File: config.mk
export PLATFORM = sky130hd
export DESIGN_NAME = load_progress_flat
export DESIGN_NICKNAME = d
export VERILOG_FILES = /design/src/rtl/load_progress_if.sv /design/src/rtl/load_progress.sv /design/src/flat_wrapper.sv
export SDC_FILE = /design/constraint.sdc
export NUM_CORES = 1
export LEC_CHECK = 0
export CORE_ASPECT_RATIO = 0.9
export CORE_MARGIN = 2
export CORE_UTILIZATION = 54
export CTS_CLUSTER_SIZE = 20
export DETAILED_ROUTE_END_ITERATION = 16
export GPL_ROUTABILITY_DRIVEN = 0
export PLACE_DENSITY = 0.78
export SYNTH_ARGS = -nofsm -noshare
export SYNTH_HDL_FRONTEND = slang
export SYNTH_SLANG_ARGS = --single-unit
export TNS_END_PERCENT = 30
File: constraint.sdc
create_clock -name clk -period 3.8 [get_ports clk]
set_input_delay 0.57 -clock clk [delete_from_list [all_inputs] [get_ports clk]]
set_output_delay 0.57 -clock clk [all_outputs]
set_load 0.05 [all_outputs]
File: src/rtl/load_progress_if.sv
// Handshake between the loader/ioctl logic and the progress-bar overlay.
// The loader side drives the strobes and the progress source returns the overlay inputs.
interface load_progress_if;
  logic        start;
  logic [24:0] size;
  logic        data_wr;
  logic        abort;
  logic [24:0] current;
  logic [24:0] max;
  logic        enable;
  logic        busy;
  logic        done;
  logic        timeout;

  modport master (
    output start, size, data_wr, abort,
    input  current, max, enable, busy, done, timeout
  );

  modport slave (
    input  start, size, data_wr, abort,
    output current, max, enable, busy, done, timeout
  );
endinterface

File: src/rtl/load_progress.sv
// Loading-bar progress source: counts unit writes of a bounded transfer and keeps
// the overlay visible for HOLD_CYCLES clocks after completion.
module load_progress #(
  parameter int unsigned HOLD_CYCLES    = 12_000_000,
  parameter int unsigned TIMEOUT_CYCLES = 0
) (
  input  logic           clk,
  input  logic           reset,
  load_progress_if.slave bus
);

  localparam int unsigned HOLD_W = (HOLD_CYCLES > 1) ? $clog2(HOLD_CYCLES) : 1;
  localparam int unsigned IDLE_W = (TIMEOUT_CYCLES > 1) ? $clog2(TIMEOUT_CYCLES) : 1;
  localparam logic [HOLD_W-1:0] HOLD_LAST = HOLD_W'(HOLD_CYCLES - 1);
  localparam logic [IDLE_W-1:0] IDLE_LAST =
    IDLE_W'((TIMEOUT_CYCLES > 0) ? (TIMEOUT_CYCLES - 1) : 0);

  typedef enum logic [1:0] {S_IDLE, S_RUN, S_HOLD} state_e;

  state_e              state_q, state_d;
  logic [24:0]         current_q, current_d;
  logic [24:0]         max_q, max_d;
  logic [HOLD_W-1:0]   hold_cnt_q, hold_cnt_d;
  logic [IDLE_W-1:0]   idle_cnt_q, idle_cnt_d;
  logic                done_q, done_d;
  logic                timeout_q, timeout_d;
  logic                start_ok;

  // A zero-size start never opens a transfer; in RUN it cancels like abort.
  assign start_ok = bus.start && (bus.size != '0);

  always_comb begin
    // NOTE: every always_comb output gets a default first so no path can infer a latch.
    state_d    = state_q;
    current_d  = current_q;
    max_d      = max_q;
    hold_cnt_d = hold_cnt_q;
    idle_cnt_d = idle_cnt_q;
    done_d     = 1'b0;
    timeout_d  = 1'b0;

    unique case (state_q)
      S_IDLE: begin
        if (start_ok) begin
          state_d    = S_RUN;
          current_d  = '0;
          max_d      = bus.size;
          idle_cnt_d = '0;
        end
      end

      S_RUN: begin
        if (start_ok) begin
          current_d  = '0;
          max_d      = bus.size;
          idle_cnt_d = '0;
        end else if (bus.start || bus.abort) begin
          state_d   = S_IDLE;
          current_d = '0;
        end else if (bus.data_wr) begin
          current_d  = current_q + 25'd1;
          idle_cnt_d = '0;
          if (current_q + 25'd1 == max_q) begin
            state_d    = S_HOLD;
            hold_cnt_d = '0;
            done_d     = 1'b1;
          end
        end else if (TIMEOUT_CYCLES > 0) begin
          if (idle_cnt_q == IDLE_LAST) begin
            state_d   = S_IDLE;
            current_d = '0;
            timeout_d = 1'b1;
          end else begin
            idle_cnt_d = idle_cnt_q + 1'b1;
          end
        end
      end

      S_HOLD: begin
        if (start_ok) begin
          state_d    = S_RUN;
          current_d  = '0;
          max_d      = bus.size;
          idle_cnt_d = '0;
        end else if (hold_cnt_q == HOLD_LAST) begin
          state_d   = S_IDLE;
          current_d = '0;
        end else begin
          hold_cnt_d = hold_cnt_q + 1'b1;
        end
      end

      default: state_d = S_IDLE;
    endcase
  end

  // NOTE: state registers use non-blocking assignments so every flop samples pre-edge values.
  always_ff @(posedge clk or posedge reset) begin
    if (reset) begin
      state_q    <= S_IDLE;
      current_q  <= '0;
      max_q      <= '0;
      hold_cnt_q <= '0;
      idle_cnt_q <= '0;
      done_q     <= 1'b0;
      timeout_q  <= 1'b0;
    end else begin
      state_q    <= state_d;
      current_q  <= current_d;
      max_q      <= max_d;
      hold_cnt_q <= hold_cnt_d;
      idle_cnt_q <= idle_cnt_d;
      done_q     <= done_d;
      timeout_q  <= timeout_d;
    end
  end

  assign bus.current = current_q;
  assign bus.max     = max_q;
  assign bus.enable  = (state_q != S_IDLE);
  assign bus.busy    = (state_q == S_RUN);
  assign bus.done    = done_q;
  assign bus.timeout = timeout_q;

endmodule

File: src/flat_wrapper.sv
// flat-port wrapper written by rule: the top's interface ports become plain ports
module load_progress_flat 
#(
  parameter int unsigned HOLD_CYCLES    = 12_000_000,
  parameter int unsigned TIMEOUT_CYCLES = 0
)
  (clk, reset, bus_start, bus_size, bus_data_wr, bus_abort, bus_current, bus_max, bus_enable, bus_busy, bus_done, bus_timeout);
  load_progress_if bus_i ();
  input  logic clk;
  input  logic reset;
  input wire logic [$bits(bus_i.start)-1:0] bus_start;
  input wire logic [$bits(bus_i.size)-1:0] bus_size;
  input wire logic [$bits(bus_i.data_wr)-1:0] bus_data_wr;
  input wire logic [$bits(bus_i.abort)-1:0] bus_abort;
  output wire logic [$bits(bus_i.current)-1:0] bus_current;
  output wire logic [$bits(bus_i.max)-1:0] bus_max;
  output wire logic [$bits(bus_i.enable)-1:0] bus_enable;
  output wire logic [$bits(bus_i.busy)-1:0] bus_busy;
  output wire logic [$bits(bus_i.done)-1:0] bus_done;
  output wire logic [$bits(bus_i.timeout)-1:0] bus_timeout;
  assign bus_i.start = bus_start;
  assign bus_i.size = bus_size;
  assign bus_i.data_wr = bus_data_wr;
  assign bus_i.abort = bus_abort;
  assign bus_current = bus_i.current;
  assign bus_max = bus_i.max;
  assign bus_enable = bus_i.enable;
  assign bus_busy = bus_i.busy;
  assign bus_done = bus_i.done;
  assign bus_timeout = bus_i.timeout;
  load_progress #(.HOLD_CYCLES(HOLD_CYCLES), .TIMEOUT_CYCLES(TIMEOUT_CYCLES)) u_core (.clk(clk), .reset(reset), .bus(bus_i));
endmodule
==> results.md <==
* Comb pwr share at 33.1%
* Residual DRC at 0
* Starting Density at 54.9%
* Post-synthesis share of cell area spent on xor and xnor gates at 5.29%
* Least-Margin Pin Slew at 0.899 ns
* Clk_skew at 0.00461 ns
* Global route total overflow at 0
* Vias in the first global route at 4494
* Die area at 9980 um2
* FP Rows at 33
* Hold_buf cts at 0
* Synth Area in Compound Gates at 18.5%
* Simple-gate area share of the yosys netlist at 25.1%
* Htree depth at 3
* Area of the multi-input gates at 2850 um2
* Critical Path Source: u_core.bus.current[4]
* Sequential fraction of the synthesis area at 38.8%
* Drt total wl at 13400 um
* Synth top area share at 38.8%
* Core ar. at 9040 um2
* Syn_nets at 584
* Mux cell area share after synthesis at 6.78%
* Post-synthesis cell area at 4970 um2
* Internal power at 0.00134 W
* Number of diodes at 0
* Unrepaired setup endpoints after global routing: no
* Switch Pwr at 0.000834 W
* CTS tree: yes
* Setup TNS at 0 ns
* Type of element capturing the critical path: register
* Min Tclk post-route at 3.49 ns
* Sequential share of power at 41.1%
* DP Wirelength at 9600 um
* Max stage delay cell, worst path: dfrtp_1
* CTS root buf: clkbuf_8
* Vias at 4719
* Avg Inst Size Synth at 9.06 um2
* Leak at 2.31 nW
* Pins Over Slew Limit at 0
* Main area contributors after synthesis: dfrtp_1 39%, mux2_2 6.6%, o21ai_0 6.1%, nand2_1 3.2%, nor2_1 3.2%
* Nets at 653
* Power Dens Cells at 359 nW/um2
* Largest net degree at the start of global routing at 41
* Fin crit share at 91.8%
* Status: complete, no violations
* First-pass GRT wire length at 22100 um
* Worst-skew pair later-pin latency at 0.36 ns
* Fraction of the mapped netlist area in adder cells at 1.51%
* Crit path top cell by count: nor4_4
* DR iter-0 viols at 319
* #FFs+latches synth at 77
* Area leader, netlist: dfrtp_1
* CP peak stage delay at 0.62 ns
* Switching share of power at 38.4%
* Yosys warnings at 0
* Cell count after synthesis at 548
* Flop-to-flop setup slack at 0.31 ns
* Cell Chain, Critical Path: nand3_1 > or4_4 > nor4_4 > xnor2_1 > nor4_4 > a31oi_2 > or2_0 > buf_4 > o311ai_0
* Worst setup path class: register to register
* Post_cts resized at 0
* PnR worst setup slack at 0.313 ns
* Overall power at 0.00217 W
* Number of fill cells at 713
* Layout cells sized above 1 at 12.2%
* Chip Height at 95.0 um
* Crit path capture: u_core.hold_cnt_q[7]
* Worst-case clock buffer depth at 2
* Post-DR vias/cell at 6.35
* Maximum vdd drop at 0.200 mV
* Most numerous cell in the Yosys netlist: dfrtp_1
* Clock power share at 25.8%
* Initial antenna violation count at 0
* Relative slew slack at 40.0%
* GRT Total Usage at 27.7%
* Commonest cells in the synthesized netlist: 77 x dfrtp_1, 61 x o21ai_0, 42 x nand2_1, 42 x nor2_1, 29 x mux2_2
* CTS sink cnt at 77
* Highest Clock Rate at 287 MHz
* DP Worst Slack at 0.293 ns
* Worst r2r src: u_core.bus.current[4]
* Post-synth ARST share at 100%
* Synth Flop Type: dfrtp_1
* Reg-to-Reg End: u_core.hold_cnt_q[7]
* WL per Instance at 18.1 um
* Crit path DAT at 3.73 ns
* Max-Cap Viols at 0
* Hold Vio Cnt, Final at 0
* I/O Buffers at 82
* Die X at 105 um
* Post-CTS setup buffers at 0
* CP required at 4.04 ns
* Boundary pin count at 84
* Final setup violating endpoints at 0
* Clock-pin slew on the worst setup and hold paths at 0.08 ns
* Antenna Nets Post-Route at 0
* Critical Path Start Type: register
* Max FO, Critical Path at 23
* Synth-to-Final Area Change at 21.9%
* Worst hold path class: register to register
* Post-synth EDFFs at 0
* Largest family of logic cells by synthesized area: simple AND/OR/NAND/NOR gates
* Total CTS buffers at 9
* Cells on worst reg2reg path at 9
* Synth cell types at 63
* Sequential cell area at 1930 um2
* DRT Pass-1 Iters at 5
-- through the flow --
| step | utilization [%] | hold WS [ns] | area, um2 | instances |
|---|---|---|---|---|
| floorplan | - | 0.482 | 4970 | 548 |
| global placement | 65.0 | 0.506 | 5880 | 728 |
| detailed placement | 65.0 | 0.525 | 5880 | 728 |
| CTS | 66.9 | 0.547 | 6050 | 743 |
| global route | 66.9 | 0.578 | 6050 | 743 |
| finish | 66.9 | 0.544 | 6050 | 743 |
-- final cells by class --
| type | count | area share, % |
|---|---|---|
| multi-input combinational | 426 | 47.1 |
| sequential | 77 | 31.8 |
| timing repair buffer | 94 | 15.3 |
| tap | 122 | 2.52 |
| clock buffer | 10 | 2.27 |
| inverter | 9 | 0.558 |
| clock inverter | 5 | 0.455 |
-- layer usage --
metal,track usage [%],part of all wire [%],up-vias
met5,0,0,-
met4,8.67,1.3,0
met3,6.42,8.3,18
met2,41.9,46,221
met1,39.5,45,2293
li1,-,-,2187
-- sequential cells by signal (all words and copies together), names as in the netlist --
name,count
u_core.bus.current,25
u_core.bus.done,1
u_core.bus.max,25
u_core.hold_cnt_q,24
u_core.state_q,2
-- cell usage in the layout, fill, tap and decap left out, types with 4 or more instances in the layout --
master           netlist  final
nor4_1                13     12
o211ai_1               9      9
clkdlybuf4s50_1        0     82
inv_1                  9      8
nor3_1                13     13
dfrtp_1               77     77
o31ai_1               21     21
and3_1                 6      6
nor2_1                42     42
ha_1                   6      6
or3_1                  6      6
nand3_1               26     26
o21ai_0               61     61
xor2_1                12     12
or4_1                  9      9
nand3b_1               6      6
and2_1                 5      5
nand2b_1               8      8
clkinv_2               0      4
mux2_2                29     29
xnor2_1               18     18
nor2b_1                6      6
nand2_1               42     42
and4_1                 4      4
clkbuf_8               0     10
a21oi_1                9      9
o41ai_2                5      5
o311ai_0               4      4
a31oi_1               10     10
buf_4                  1     11
nand4_1               17     17
-- critical path, delay by kind of cell (launching register included) --
kind	cells	cell delay (ns)
AO/OA/AOI/OAI	2	0.51
XOR/XNOR	1	0.18
buffers and inverters	1	0.22
flip-flops	1	0.62
AND/OR/NAND/NOR	5	1.82
-- power groups by stage --
| stage | Sequential [W] | Clock, W | Combinational, W |
|---|---|---|---|
| CTS | 0.000893 | 0.000567 | 0.000713 |
| finish | 0.000894 | 0.000561 | 0.000719 |
| detailed placement | 0.000909 | 0 | 0.000711 |
| global route | 0.000898 | 0.000600 | 0.000770 |
| global placement | 0.000908 | 0 | 0.000699 |
| floorplan | 0.00101 | 0 | 0.000372 |
-- worst min-delay path by stage --
stage | from | end | slack (ns) | depth (start not counted)
3_5_place_dp | u_core.bus.current[24] | u_core.bus.current[24] | 0.52 | 1
5_1_grt | u_core.hold_cnt_q[12] | u_core.hold_cnt_q[12] | 0.58 | 1
2_1_floorplan | u_core.hold_cnt_q[10] | u_core.hold_cnt_q[10] | 0.48 | 1
6_report | u_core.hold_cnt_q[12] | u_core.hold_cnt_q[12] | 0.54 | 1
3_3_place_gp | u_core.hold_cnt_q[10] | u_core.hold_cnt_q[10] | 0.51 | 1
4_1_cts | u_core.hold_cnt_q[12] | u_core.hold_cnt_q[12] | 0.55 | 1
-- logic make-up (layout without fill, tap and decap cells) --
| group | count (synthesis) | count (layout) |
|---|---|---|
| buf+inv | 45 | 118 |
| simple gates | 222 | 222 |
| xor+xnor | 30 | 30 |
| compound gates | 137 | 137 |
| fa+ha+maj | 6 | 6 |
| other cells | 1 | 1 |
| flops | 77 | 77 |
| mux | 30 | 30 |
Note: power is estimated with default switching activity, not from simulation.
